--- src/rtl/vip_bch_syndrome_calc_if.sv ---
// rtl/vip_bch_syndrome_calc_if.sv - bit-serial codeword in / syndrome result out bundle
//
// in_valid/in_ready/in_bit/in_last : received codeword, MSB coefficient first
// out_valid/out_ready              : result handshake
// out_syndromes                    : S_j at [(j-1)*M_P +: M_P], j = 1..2*T_P
// out_err/out_length/out_len_err   : any-nonzero flag, bit count, overlength flag
interface vip_bch_syndrome_calc_if #(
    parameter int M_P = 13,
    parameter int T_P = 4
);
    logic                     in_valid;
    logic                     in_ready;
    logic                     in_bit;
    logic                     in_last;
    logic                     out_valid;
    logic                     out_ready;
    logic [2*T_P*M_P-1:0]     out_syndromes;
    logic                     out_err;
    logic [M_P:0]             out_length;
    logic                     out_len_err;

    modport master (
        output in_valid, in_bit, in_last, out_ready,
        input  in_ready, out_valid, out_syndromes, out_err, out_length, out_len_err
    );

    modport slave (
        input  in_valid, in_bit, in_last, out_ready,
        output in_ready, out_valid, out_syndromes, out_err, out_length, out_len_err
    );
endinterface

--- src/rtl/vip_bch_syndrome_calc.sv ---
// rtl/vip_bch_syndrome_calc.sv - BCH receive-side syndrome accumulator (Horner, GF(2^m))
//
// clk, rst_n : clock and asynchronous active-low reset
// bus        : slave side of vip_bch_syndrome_calc_if (bit input stream, result output)
module vip_bch_syndrome_calc #(
    parameter int           M_P         = 13,
    parameter int           T_P         = 4,
    parameter logic [M_P:0] PRIM_POLY_P = 14'h201B,
    parameter int           N_P         = 2**M_P - 1
) (
    input  logic                     clk,
    input  logic                     rst_n,
    vip_bch_syndrome_calc_if.slave   bus
);
    localparam int           NS      = 2 * T_P;
    localparam int           W       = NS * M_P;
    localparam logic [M_P:0] CNT_MAX = {1'b1, {M_P{1'b0}}};
    localparam logic [M_P:0] N_V     = (M_P+1)'(N_P);

    localparam logic [0:0] ST_ACCUM = 1'b0;
    localparam logic [0:0] ST_DONE  = 1'b1;

    // Column i of the matrix is alpha^j * x^i, so a constant multiply by alpha^j
    // is the XOR of the columns selected by the set bits of the operand.
    function automatic logic [M_P*M_P-1:0] build_mat(input int jj);
        logic [M_P*M_P-1:0] mat;
        logic [M_P-1:0]     v;
        mat = '0;
        for (int i = 0; i < M_P; i++) begin
            v = '0;
            v[i] = 1'b1;
            for (int k = 0; k < jj; k++) begin
                v = v[M_P-1] ? ({v[M_P-2:0], 1'b0} ^ PRIM_POLY_P[M_P-1:0])
                             :  {v[M_P-2:0], 1'b0};
            end
            mat[i*M_P +: M_P] = v;
        end
        return mat;
    endfunction

    function automatic logic [M_P-1:0] mat_mul(input logic [M_P*M_P-1:0] mat,
                                               input logic [M_P-1:0]     a);
        logic [M_P-1:0] p;
        p = '0;
        for (int i = 0; i < M_P; i++) begin
            if (a[i]) p = p ^ mat[i*M_P +: M_P];
        end
        return p;
    endfunction

    logic [0:0]   state_q;
    logic [W-1:0] syn_q;
    logic [W-1:0] syn_mul;
    logic [W-1:0] syn_d;
    logic [M_P:0] cnt_q;
    logic         accept;

    for (genvar g = 0; g < NS; g++) begin : g_syn
        localparam logic [M_P*M_P-1:0] MAT = build_mat(g + 1);
        assign syn_mul[g*M_P +: M_P] = mat_mul(MAT, syn_q[g*M_P +: M_P]);
    end

    // Horner step: S_j <- S_j * alpha^j + r_k, with r_k injected in bit 0 of every lane
    always_comb begin
        syn_d = syn_mul;
        for (int g = 0; g < NS; g++) begin
            syn_d[g*M_P] = syn_mul[g*M_P] ^ bus.in_bit;
        end
    end

    assign accept = bus.in_valid && (state_q == ST_ACCUM);

    always_ff @(posedge clk or negedge rst_n) begin
        if (!rst_n) begin
            state_q <= ST_ACCUM;
            syn_q   <= '0;
            cnt_q   <= '0;
        end else if (state_q == ST_ACCUM) begin
            if (accept) begin
                syn_q <= syn_d;
                if (cnt_q != CNT_MAX) cnt_q <= cnt_q + 1'b1;
                if (bus.in_last) state_q <= ST_DONE;
            end
        end else if (bus.out_ready) begin
            // Clearing here gives exactly one bubble cycle before the next codeword
            state_q <= ST_ACCUM;
            syn_q   <= '0;
            cnt_q   <= '0;
        end
    end

    // Outputs are pure functions of registered state, so nothing on the input
    // side reaches in_ready/out_valid combinationally.
    assign bus.in_ready      = (state_q == ST_ACCUM);
    assign bus.out_valid     = (state_q == ST_DONE);
    assign bus.out_syndromes = syn_q;
    assign bus.out_err       = |syn_q;
    assign bus.out_length    = cnt_q;
    assign bus.out_len_err   = (cnt_q > N_V);
endmodule

--- src/flat_wrapper.sv ---
// flat-port wrapper written by rule: the top's interface ports become plain ports
module vip_bch_syndrome_calc_flat 
#(
    parameter int           M_P         = 13,
    parameter int           T_P         = 4,
    parameter logic [M_P:0] PRIM_POLY_P = 14'h201B,
    parameter int           N_P         = 2**M_P - 1
)
  (clk, rst_n, bus_in_valid, bus_in_bit, bus_in_last, bus_out_ready, bus_in_ready, bus_out_valid, bus_out_syndromes, bus_out_err, bus_out_length, bus_out_len_err);
  vip_bch_syndrome_calc_if #(.M_P(M_P), .T_P(T_P)) bus_i ();
  input  logic clk;
  input  logic rst_n;
  input wire logic [$bits(bus_i.in_valid)-1:0] bus_in_valid;
  input wire logic [$bits(bus_i.in_bit)-1:0] bus_in_bit;
  input wire logic [$bits(bus_i.in_last)-1:0] bus_in_last;
  input wire logic [$bits(bus_i.out_ready)-1:0] bus_out_ready;
  output wire logic [$bits(bus_i.in_ready)-1:0] bus_in_ready;
  output wire logic [$bits(bus_i.out_valid)-1:0] bus_out_valid;
  output wire logic [$bits(bus_i.out_syndromes)-1:0] bus_out_syndromes;
  output wire logic [$bits(bus_i.out_err)-1:0] bus_out_err;
  output wire logic [$bits(bus_i.out_length)-1:0] bus_out_length;
  output wire logic [$bits(bus_i.out_len_err)-1:0] bus_out_len_err;
  assign bus_i.in_valid = bus_in_valid;
  assign bus_i.in_bit = bus_in_bit;
  assign bus_i.in_last = bus_in_last;
  assign bus_i.out_ready = bus_out_ready;
  assign bus_in_ready = bus_i.in_ready;
  assign bus_out_valid = bus_i.out_valid;
  assign bus_out_syndromes = bus_i.out_syndromes;
  assign bus_out_err = bus_i.out_err;
  assign bus_out_length = bus_i.out_length;
  assign bus_out_len_err = bus_i.out_len_err;
  vip_bch_syndrome_calc #(.M_P(M_P), .T_P(T_P), .PRIM_POLY_P(PRIM_POLY_P), .N_P(N_P)) u_core (.clk(clk), .rst_n(rst_n), .bus(bus_i));
endmodule
--- config.mk ---
export PLATFORM = sky130hd
export DESIGN_NAME = vip_bch_syndrome_calc_flat
export DESIGN_NICKNAME = d
export VERILOG_FILES = /design/src/rtl/vip_bch_syndrome_calc_if.sv /design/src/rtl/vip_bch_syndrome_calc.sv /design/src/flat_wrapper.sv
export SDC_FILE = /design/constraint.sdc
export NUM_CORES = 1
export LEC_CHECK = 0
export BUFFER_PORTS_ARGS = -buffer_cell sky130_fd_sc_hd__buf_2
export CORE_MARGIN = 2
export CORE_UTILIZATION = 54
export CTS_BUF_LIST = sky130_fd_sc_hd__clkbuf_16
export CTS_CLUSTER_SIZE = 24
export DETAILED_ROUTE_END_ITERATION = 16
export PLACE_DENSITY = 0.8
export REMOVE_ABC_BUFFERS = 1
export SLEW_MARGIN = 40
export SYNTH_ARGS = -nofsm -noshare
export SYNTH_HDL_FRONTEND = slang
export SYNTH_SLANG_ARGS = --single-unit
--- constraint.sdc ---
create_clock -name clk -period 2.19 [get_ports clk]
set_input_delay 0.5475 -clock clk [delete_from_list [all_inputs] [get_ports clk]]
set_output_delay 0.5475 -clock clk [all_outputs]
set_load 0.01 [all_outputs]
==> results of run 1 <==
==> final cells by class <==
type	count	area, um2	area share, %
inverters	21	78.83	1.062
repair buffers	182	1089	14.67
multi-input cells	362	2605	35.11
clock inverters	14	72.57	0.9781
well taps	136	170.2	2.293
clock buffers	17	425.4	5.734
flip-flops and latches	119	2979	40.15
==> power breakdown <==
part           switching (mW)  internal [mW]  total (mW)  leakage, nW
Combinational            2.51           2.50        5.01         1.76
Clock                   0.954           1.40        2.35        0.246
Sequential              0.921           2.94        3.87         1.56
==> cell families after synthesis <==
family	Yosys count
AND/OR/NAND/NOR	130
multiplexers	1
XOR/XNOR	84
buffers and inverters	63
AO/OA/AOI/OAI	136
flip-flops	119
adder cells (fa/ha/maj)	11
==> per-layer routing <==
metal  share of wire, %  GRT usage (%)  vias up
met2                 48          46.59      262
met5                  0              0        -
met4                2.8          11.41        0
met3                7.9          8.754       46
li1                   -              -     2251
met1                 41          38.08     2539
==> repair_timing <==
action | CTS | global route
resized for setup | 18 | 11
buffers inserted | 6 | 2
setup endpoints to repair | 1 | 1
pin swaps | 5 | 6
==> flip-flops by register name, indices dropped and copies added, names as in the netlist <==
signal and flops:
u_core.bus.out_valid 1, u_core.bus.out_syndromes 104, u_core.bus.out_length 14
==> critical path: cells and delay by family (launching register included) <==
kind                       cells  cell delay, ps
and+or+nand+nor                4             870
DFF                            1             380
buffers and inverters          2             240
adders and majority gates      1             120
==> worst min path at each step <==
stage,end,startpoint,cells past startpoint
after floorplan,u_core.bus.out_length[0],rst_n,0
after global placement,u_core.bus.out_syndromes[43],u_core.bus.out_syndromes[43],2
after detailed placement,u_core.bus.out_syndromes[1],u_core.bus.out_syndromes[1],2
after CTS,u_core.bus.out_syndromes[72],rst_n,1
after global routing,u_core.bus.out_syndromes[72],rst_n,1
final,u_core.bus.out_syndromes[72],rst_n,1
==> stage by stage <==
stage	power, mW	TNS [ps]	instance area, um2
after floorplan	6.469	-189540	5523
after global placement	8.247	-44.54	6731
after detailed placement	8.426	-6.654	6731
after CTS	11.04	-331.9	7362
after global routing	11.89	-486.3	7420
final	11.23	-390.3	7420
==> layout by cell type, fill, tap and decap left out, drive strengths merged, types with 2 or more instances in the layout <==
cell and count:
a211o 2, a21o 2, a21oi 3, a22o 43, a31oi 3, and3 4, and4 2, buf 182
clkbuf 17, clkinv 7, clkinvlp 4, dfrtp 119, ha 11, inv 24, nand2 62, nand2b 3
nand3 7, nand4 10, nor2 5, nor3 3, nor4 23, nor4b 6, o21ai 61, o22ai 7
o311ai 2, o31ai 12, xnor2 75, xor2 9
==> flow_metrics.py, run 1 <==
metrics = {
    "synthesis": {
        "ys_seq_area_share_pct": 52.01,
        "synth_ff_type": "dfrtp_1",
        "synth_area_per_cell_um2": 10.52,
        "synth_adder_area_share_pct": 2.404,
        "synth_xor_area_share_pct": 12.85,
        "synth_top_family_by_area": "compound AO/OA/AOI/OAI gates",
        "async_reset_ff_share_pct": 100.0,
        "yosysMostFrequentCell": "dfrtp_1",
        "synth_area_um2": 5725,
        "synth_compound_area_share_pct": 16.04,
        "synth-simple-area-share_pct": 11.58,
        "synth_area_leaders": "dfrtp_1, xnor2_1, a22o_1, o21ai_0, nand2_1",
        "yosysTopAreaCell": "dfrtp_1",
        "syn_inst": 544,
        "synth_edf_count": 0,
        "synth_mux_area_share_pct": 0.1967,
        "yosysTopAreaCellShare_pct": 52.01,
        "synth_seq_cells": 119,
        "synth_common_cells": "dfrtp_1, xnor2_1, nand2_1",
        "synth.distinct_cells": 37,
        "yosysWarnings": 0,
    },
    "critical_path": {
        "slowest_delay_ps": 380,
        "crit_path_max_fanout": 2,
        "r2r_end": "u_core.bus.out_length[11]",
        "endpoint": "bus_out_err",
        "endpoint_kind": "primary output",
        "critical_path_class": "flip-flop to primary output",
        "r2r-start": "u_core.bus.out_length[0]",
        "critPathLaunch": "u_core.bus.out_syndromes[37]",
        "path_cells": "inv_2 > ha_4 > nor4bb_4 > nand4_1 > nor4_2 > nand2_1 > buf_2",
        "cp_slowest_cell": "dfrtp_1",
        "cp_data_arrival_time_ps": 2030,
        "worstPathRequired_ps": 1640,
        "reg2reg_slack_ps": 280,
        "cp-start-kind": "flip-flop",
        "rr_worst_depth": 6,
    },
    "clocking": {
        "cts_buffers": 17,
        "cts_tree": "yes",
        "clk_latency_ps": 410,
        "clk_pin_slew_worst_paths_ps": 60,
        "holdBufCountCts": 0,
        "clk_path_buf_depth": 2,
        "cts.sinks": 119,
        "cts-htree-levels": 4,
        "clockRootBuffer": "clkbuf_16",
    },
    "hold_path": {
        "hp-class": "input pin to asynchronous set/reset pin",
    },
    "floorplanning": {
        "die_w_um": 107.0,
        "num_rows": 37,
        "start_util_pct": 55.46,
        "die_h_um": 107.0,
        "core_area_um2": 10320,
        "dieArea_um2": 11440,
        "pin_count": 128,
    },
    "layout": {
        "nets": 720,
        "utilization_pct": 71.87,
        "final_cells": 851,
        "antenna-diode-count": 0,
        "n_fill_cell": 708,
        "syn2layout_area_growth_pct": 29.59,
        "layout-drive-gt1-share_pct": 32.59,
    },
    "global_routing": {
        "globalRouteTotalUtil_pct": 29.35,
        "grt_pass1_wl_um": 25640,
        "antenna_found_initial": 0,
        "grt_pass1_vias": 4898,
        "globalRouteOverflowTotal": 0,
        "grt_max_degree": 66,
    },
    "detailed_routing": {
        "vias_per_cell": 5.991,
        "vias": 5098,
        "wl_per_cell_um": 19.04,
        "ant_nets": 0,
        "drt-initial-drc-count": 389,
        "drcViolationCount": 0,
        "wl_um": 16210,
        "dr.pass1.iters": 5,
    },
    "power": {
        "power.density_nw_per_um2": 1513,
        "p_leak_nw": 3.570,
        "peakVddDrop_mv": 0.7268,
    },
    "timing": {
        "min_period_ps": 2580,
        "fin_hold_ws_ps": 103.6,
        "finalCritPeriodShare_pct": 117.8,
        "worst_slack_ps": -390.3,
        "finalSetupViolations": 1,
        "finalHoldViolCount": 0,
        "slew_headroom_pct": 66.26,
        "max_freq_ghz": 0.3875,
        "grt_setup_unrepaired": "yes",
        "fin_skew_ps": 10.57,
        "drv_slew": 0,
        "worstMarginPinSlew_ps": 506.1,
    },
    "placed_design": {
        "place_inst": 812,
        "numPortBuffers": 127,
        "hpwlAfterDp_um": 10840,
        "finalWeightedCongestion": 0.9046,
        "pre_cts_ws_ps": -6.654,
    },
    "job": {
        "drv_cap": 0,
    },
    "status": {
        "violations": "negative setup slack",
        "outcome": "finished, violations left",
    },
}
(Power assumes the default switching activity.)
==> run 2, diff against run 1 <==
--- a/config.mk
+++ b/config.mk
@@ -8,7 +8,6 @@
 export BUFFER_PORTS_ARGS = -buffer_cell sky130_fd_sc_hd__buf_2
 export CORE_MARGIN = 2
 export CORE_UTILIZATION = 54
-export CTS_BUF_LIST = sky130_fd_sc_hd__clkbuf_16
 export CTS_CLUSTER_SIZE = 24
 export DETAILED_ROUTE_END_ITERATION = 16
 export PLACE_DENSITY = 0.8
==> run 2 against run 1 <==
Net effect: the run still ends with negative setup slack left; critical path depth did not move; register-to-register slack barely moved; hold slack improved by 130 ps; power rose by 0.36%; flip-flop and latch count did not move; first-iteration DRC count fell by 5.1%; combinational power barely moved; count of clock-buffer cells in the layout rose by 6; clock skew barely moved; via count fell by 0.24%; final area rose by 0.25%.
==> flow_metrics.py, run 2 (same netlist as run 1, synthesis figures left out) <==
metrics = {
    "status": {
        "outcome": "finished, violations left",
        "violations": "negative setup slack",
    },
    "detailed_routing": {
        "vias": 5086,
        "wl_um": 16350,
        "vias_per_cell": 5.969,
        "drcViolationCount": 0,
        "dr.pass1.iters": 5,
        "drt-initial-drc-count": 369,
        "wl_per_cell_um": 19.19,
        "ant_nets": 0,
    },
    "timing": {
        "finalCritPeriodShare_pct": 120.9,
        "setup-tns-final_ps": -457.2,
        "grt_setup_unrepaired": "yes",
        "drv_slew": 0,
        "slew_headroom_pct": 66.01,
        "worstMarginPinSlew_ps": 509.9,
        "finalSetupViolations": 1,
        "fin_skew_ps": 10.96,
        "fin_hold_ws_ps": 231.0,
        "max_freq_ghz": 0.3778,
        "finalHoldViolCount": 0,
        "worst_slack_ps": -457.2,
        "min_period_ps": 2647,
    },
    "layout": {
        "n_fill_cell": 708,
        "layout_common_cells": "buf_2, dfrtp_1, xnor2_1",
        "layout_commonest_cell": "buf_2",
        "stdcell_area_um2": 7438,
        "syn2layout_area_growth_pct": 29.92,
        "layout-drive-gt1-share_pct": 32.96,
        "largest_reg_flops": 104,
        "utilization_pct": 72.05,
        "antenna-diode-count": 0,
        "nets": 721,
    },
    "floorplanning": {
        "dieArea_um2": 11440,
        "pin_count": 128,
        "start_util_pct": 55.46,
        "die_w_um": 107.0,
        "num_rows": 37,
        "core_area_um2": 10320,
        "die_h_um": 107.0,
    },
    "critical_path": {
        "slowest_delay_ps": 380,
        "cp_data_arrival_time_ps": 2100,
        "worstPathRequired_ps": 1640,
        "cp-start-kind": "flip-flop",
        "critical_path_class": "flip-flop to primary output",
        "cp_top_family": "simple AND/OR/NAND/NOR gates",
        "crit_path_max_fanout": 2,
        "endpoint_kind": "primary output",
        "r2r-start": "u_core.bus.out_length[0]",
        "critPathLaunch": "u_core.bus.out_syndromes[85]",
        "path_cells": "inv_2 > ha_4 > nor4b_4 > nand4_1 > nor4_2 > nand2_1 > buf_2",
        "critPathBufInv": 2,
        "cp_slowest_cell": "dfrtp_1",
    },
    "power": {
        "power.density_nw_per_um2": 1515,
        "peakVddDrop_mv": 0.7127,
        "p_leak_nw": 3.572,
    },
    "global_routing": {
        "antenna_found_initial": 0,
        "grt_pass1_wl_um": 25670,
        "use_met1_pct": 37.94,
        "globalRouteOverflowTotal": 0,
        "grt_pass1_vias": 4905,
        "met2_usage_pct": 46.86,
        "top_usage_layer": "met2",
        "globalRouteTotalUtil_pct": 29.30,
        "grt_max_degree": 66,
        "grtUsageMet3_pct": 8.815,
    },
    "clocking": {
        "cts_buffers": 17,
        "cts_tree": "yes",
        "clk_pin_slew_worst_paths_ps": 50,
        "clockRootBuffer": "clkbuf_8",
        "cts.sinks": 119,
        "clk_latency_ps": 520,
        "clk_path_buf_depth": 2,
        "cts-htree-levels": 4,
    },
    "placed_design": {
        "numPortBuffers": 127,
        "place_area_um2": 6731,
        "pre_cts_ws_ps": -6.654,
        "hpwlAfterDp_um": 10840,
        "finalWeightedCongestion": 0.9046,
    },
    "hold_path": {
        "hp-class": "input pin to flip-flop",
        "worstHoldStart": "bus_in_last",
    },
    "job": {
        "drv_cap": 0,
    },
}
==> run 2: cell type report <==
type / instances / area [um2] / area share (%)
clock buffer: 23 / 466.7 / 6.274
multi-input combinational: 362 / 2595 / 34.89
clock inverter: 8 / 50.05 / 0.6728
timing repair buffer: 183 / 1099 / 14.77
sequential: 119 / 2979 / 40.05
inverter: 21 / 78.83 / 1.060
tap: 136 / 170.2 / 2.288
==> run 2: through the flow <==
step,instances,power [mW]
2_1_floorplan,502,6.469
3_3_place_gp,812,8.247
3_5_place_dp,812,8.426
4_1_cts,849,11.06
5_1_grt,852,11.94
6_report,852,11.27
==> run 2: per-layer routing <==
layer / up-vias / part of all wire (%)
li1: 2256 / -
met1: 2536 / 41
met2: 257 / 48
met3: 37 / 8.2
met4: 0 / 2.8
met5: - / 0
==> run 2: where the power goes <==
group | leakage [nW] | internal, mW | switching [mW]
Combinational | 1.77 | 2.49 | 2.49
Clock | 0.246 | 1.46 | 0.964
Sequential | 1.56 | 2.94 | 0.920
==> run 2: what timing repair did <==
action,in CTS,in global routing
pin swaps,5,7
resized for setup,15,13
setup buffers,5,3
hold endpoints to repair,10,0
hold buffers,1,0
endpoints found under the setup margin,1,1
==> run 2: path summary, 6_finish.rpt <==
| path | to | slack [ps] | cells past startpoint |
|---|---|---|---|
| min | u_core.bus.out_valid | 230 | 3 |
| min reg2reg | u_core.bus.out_syndromes[1] | 530 | 2 |
| max reg2reg | u_core.bus.out_length[11] | 280 | 6 |
| min in group asynchronous | u_core.bus.out_syndromes[72] | 540 | 2 |
| max in group asynchronous | u_core.bus.out_syndromes[95] | 1000 | 3 |
| max | bus_out_err | -460 | 7 |
==> run 2: worst register-to-register path, cell delays in order (launching register included) <==
cell	delay [ps]
dfrtp_1	450
inv_1	90
ha_1	140
nor4b_1	190
and4_1	420
nand2b_1	360
o311ai_1	140
==> run 3, diff against run 2 <==
--- a/config.mk
+++ b/config.mk
@@ -7,10 +7,9 @@
 export LEC_CHECK = 0
 export BUFFER_PORTS_ARGS = -buffer_cell sky130_fd_sc_hd__buf_2
 export CORE_MARGIN = 2
-export CORE_UTILIZATION = 54
+export CORE_UTILIZATION = 39
 export CTS_CLUSTER_SIZE = 24
 export DETAILED_ROUTE_END_ITERATION = 16
-export PLACE_DENSITY = 0.8
 export REMOVE_ABC_BUFFERS = 1
 export SLEW_MARGIN = 40
 export SYNTH_ARGS = -nofsm -noshare
==> run 3 against run 2 <==
Net effect: the flow still finishes with violations (negative setup slack); count of clock-buffer cells in the layout is 1 higher; critical path depth down 1; clock power increased by 19%; global-route usage decreased by 7.8 points; die area increased by 37%; non-clock buffer count up 13; fmax is 6.9% higher; utilization shrank 19 points; routed wire length rose by 0.35%; sequential share of layout area decreased by 1.3 points; final cell count rose by 7.3%; largest power group unchanged.
==> flow_metrics.py, run 3 (same netlist as run 1, synthesis figures left out) <==
metrics = {
    "clocking": {
        "clockRootBuffer": "clkbuf_16",
        "clk_pin_slew_worst_paths_ps": 50,
        "cts_buffers": 17,
        "clk_latency_ps": 420,
        "cts-htree-levels": 4,
        "holdBufCountCts": 0,
        "clk_path_buf_depth": 2,
        "cts_tree": "yes",
        "cts.sinks": 119,
    },
    "layout": {
        "largest_reg_flops": 104,
        "layout_commonest_cell": "buf_2",
        "layout-drive-gt1-share_pct": 33.56,
        "utilization_pct": 53.31,
        "syn2layout_area_growth_pct": 34.31,
        "layout_common_cells": "buf_2, dfrtp_1, xnor2_1",
        "nets": 734,
        "stdcell_area_um2": 7690,
        "antenna-diode-count": 0,
    },
    "detailed_routing": {
        "ant_nets": 0,
        "vias": 4891,
        "drt-initial-drc-count": 342,
        "dr.pass1.iters": 4,
        "wl_um": 16410,
        "drcViolationCount": 0,
        "wl_per_cell_um": 17.96,
        "vias_per_cell": 5.351,
    },
    "global_routing": {
        "globalRouteTotalUtil_pct": 21.47,
        "grt_pass1_wl_um": 26720,
        "grt_max_degree": 75,
        "globalRouteOverflowTotal": 0,
        "grt_pass1_vias": 4899,
        "antenna_found_initial": 0,
    },
    "critical_path": {
        "critPathLaunch": "u_core.bus.out_syndromes[56]",
        "cp_data_arrival_time_ps": 1930,
        "r2r-start": "u_core.bus.out_length[0]",
        "worstPathRequired_ps": 1640,
        "crit_path_max_fanout": 2,
        "endpoint_kind": "primary output",
        "critical_path_class": "flip-flop to primary output",
        "cp-start-kind": "flip-flop",
    },
    "status": {
        "violations": "negative setup slack",
        "outcome": "finished, violations left",
    },
    "placed_design": {
        "numPortBuffers": 127,
        "hpwlAfterDp_um": 11290,
        "place_area_um2": 6954,
        "finalWeightedCongestion": 0.8471,
    },
    "timing": {
        "finalSetupViolations": 1,
        "finalHoldViolCount": 0,
        "min_period_ps": 2476,
        "worst_slack_ps": -285.8,
        "finalCritPeriodShare_pct": 113.1,
        "worstMarginPinSlew_ps": 601.0,
        "setup-tns-final_ps": -285.8,
        "drv_slew": 0,
        "grt_setup_unrepaired": "yes",
        "slew_headroom_pct": 59.93,
        "fin_skew_ps": 4.134,
        "max_freq_ghz": 0.4039,
    },
    "floorplanning": {
        "start_util_pct": 39.69,
        "die_h_um": 125.2,
        "num_rows": 44,
        "pin_count": 128,
        "dieArea_um2": 15670,
        "die_w_um": 125.2,
        "core_area_um2": 14420,
    },
    "power": {
        "power.density_nw_per_um2": 1533,
        "p_leak_nw": 3.706,
        "peakVddDrop_mv": 0.6446,
    },
    "hold_path": {
        "hp-class": "input pin to asynchronous set/reset pin",
    },
    "job": {
        "drv_cap": 0,
    },
}
## run 3: cell types whose count changed in the layout (fill, tap and decap cells not counted), moves of 3 or more
| cell | delta |
|---|---|
| bufinv_16 | +3 |
| inv_2 | -5 |
| buf_4 | +13 |
| clkinvlp_4 | -3 |
| inv_1 | +5 |
## run 3: repair_timing
item	CTS	global route
gates cloned	0	0
endpoints found under the setup margin	1	1
pin swaps	3	2
resized for setup	10	9
setup buffers	2	0
## run 3: power by group
group / switching, mW / internal (mW) / total (mW)
combinational: 2.51 / 2.62 / 5.12
sequential: 0.832 / 2.94 / 3.77
clock: 0.955 / 1.93 / 2.89
total: 4.30 / 7.49 / 11.8
## run 3: layout make-up
type,count,area (um2)
well taps,184,230.2
flip-flops and latches,119,2978
clock buffers,24,501.7
multi-input cells,362,2577
clock inverters,8,117.6
fillers,1309,6734
inverters,21,78.83
repair buffers,196,1206
## run 3: final timing paths
| path | cells after the start | end | slack [ps] |
|---|---|---|---|
| max | 6 | bus_out_err | -290 |
| min | 1 | u_core.bus.out_syndromes[76] | 20 |
| max reg2reg | 7 | u_core.bus.out_length[13] | 360 |
| min reg2reg | 2 | u_core.bus.out_syndromes[43] | 540 |
| max in group asynchronous | 2 | u_core.bus.out_syndromes[18] | 1560 |
| min in group clk | 3 | u_core.bus.out_valid | 350 |
## run 3: critical path, cell delays in order (launching register included)
cell	delay [ps]
dfrtp_1	390
nor4_2	350
buf_4	170
nand4_1	110
nor4_2	220
nand2_1	120
buf_2	150
## run 3: metal layers
metal	global-route usage [%]	wire length, um	part of all wire, %	up-vias
met5	0	0	0	-
met4	6.863	243	1.5	0
met3	5.691	961	5.9	21
met2	32.35	7706	47	148
met1	30.34	7500	46	2438
li1	-	-	-	2284
## run 3: stage by stage
step / total power, mW / hold slack [ps] / std cells / setup slack, ps
global route: 12.56 / 28.60 / 914 / -413.7
finish: 11.79 / 18.61 / 914 / -285.8
detailed placement: 8.745 / 458.8 / 880 / -41.00
floorplan: 6.469 / 251.9 / 502 / -2056
global placement: 8.637 / 456.0 / 880 / -22.11
CTS: 11.80 / 14.11 / 914 / -365.4
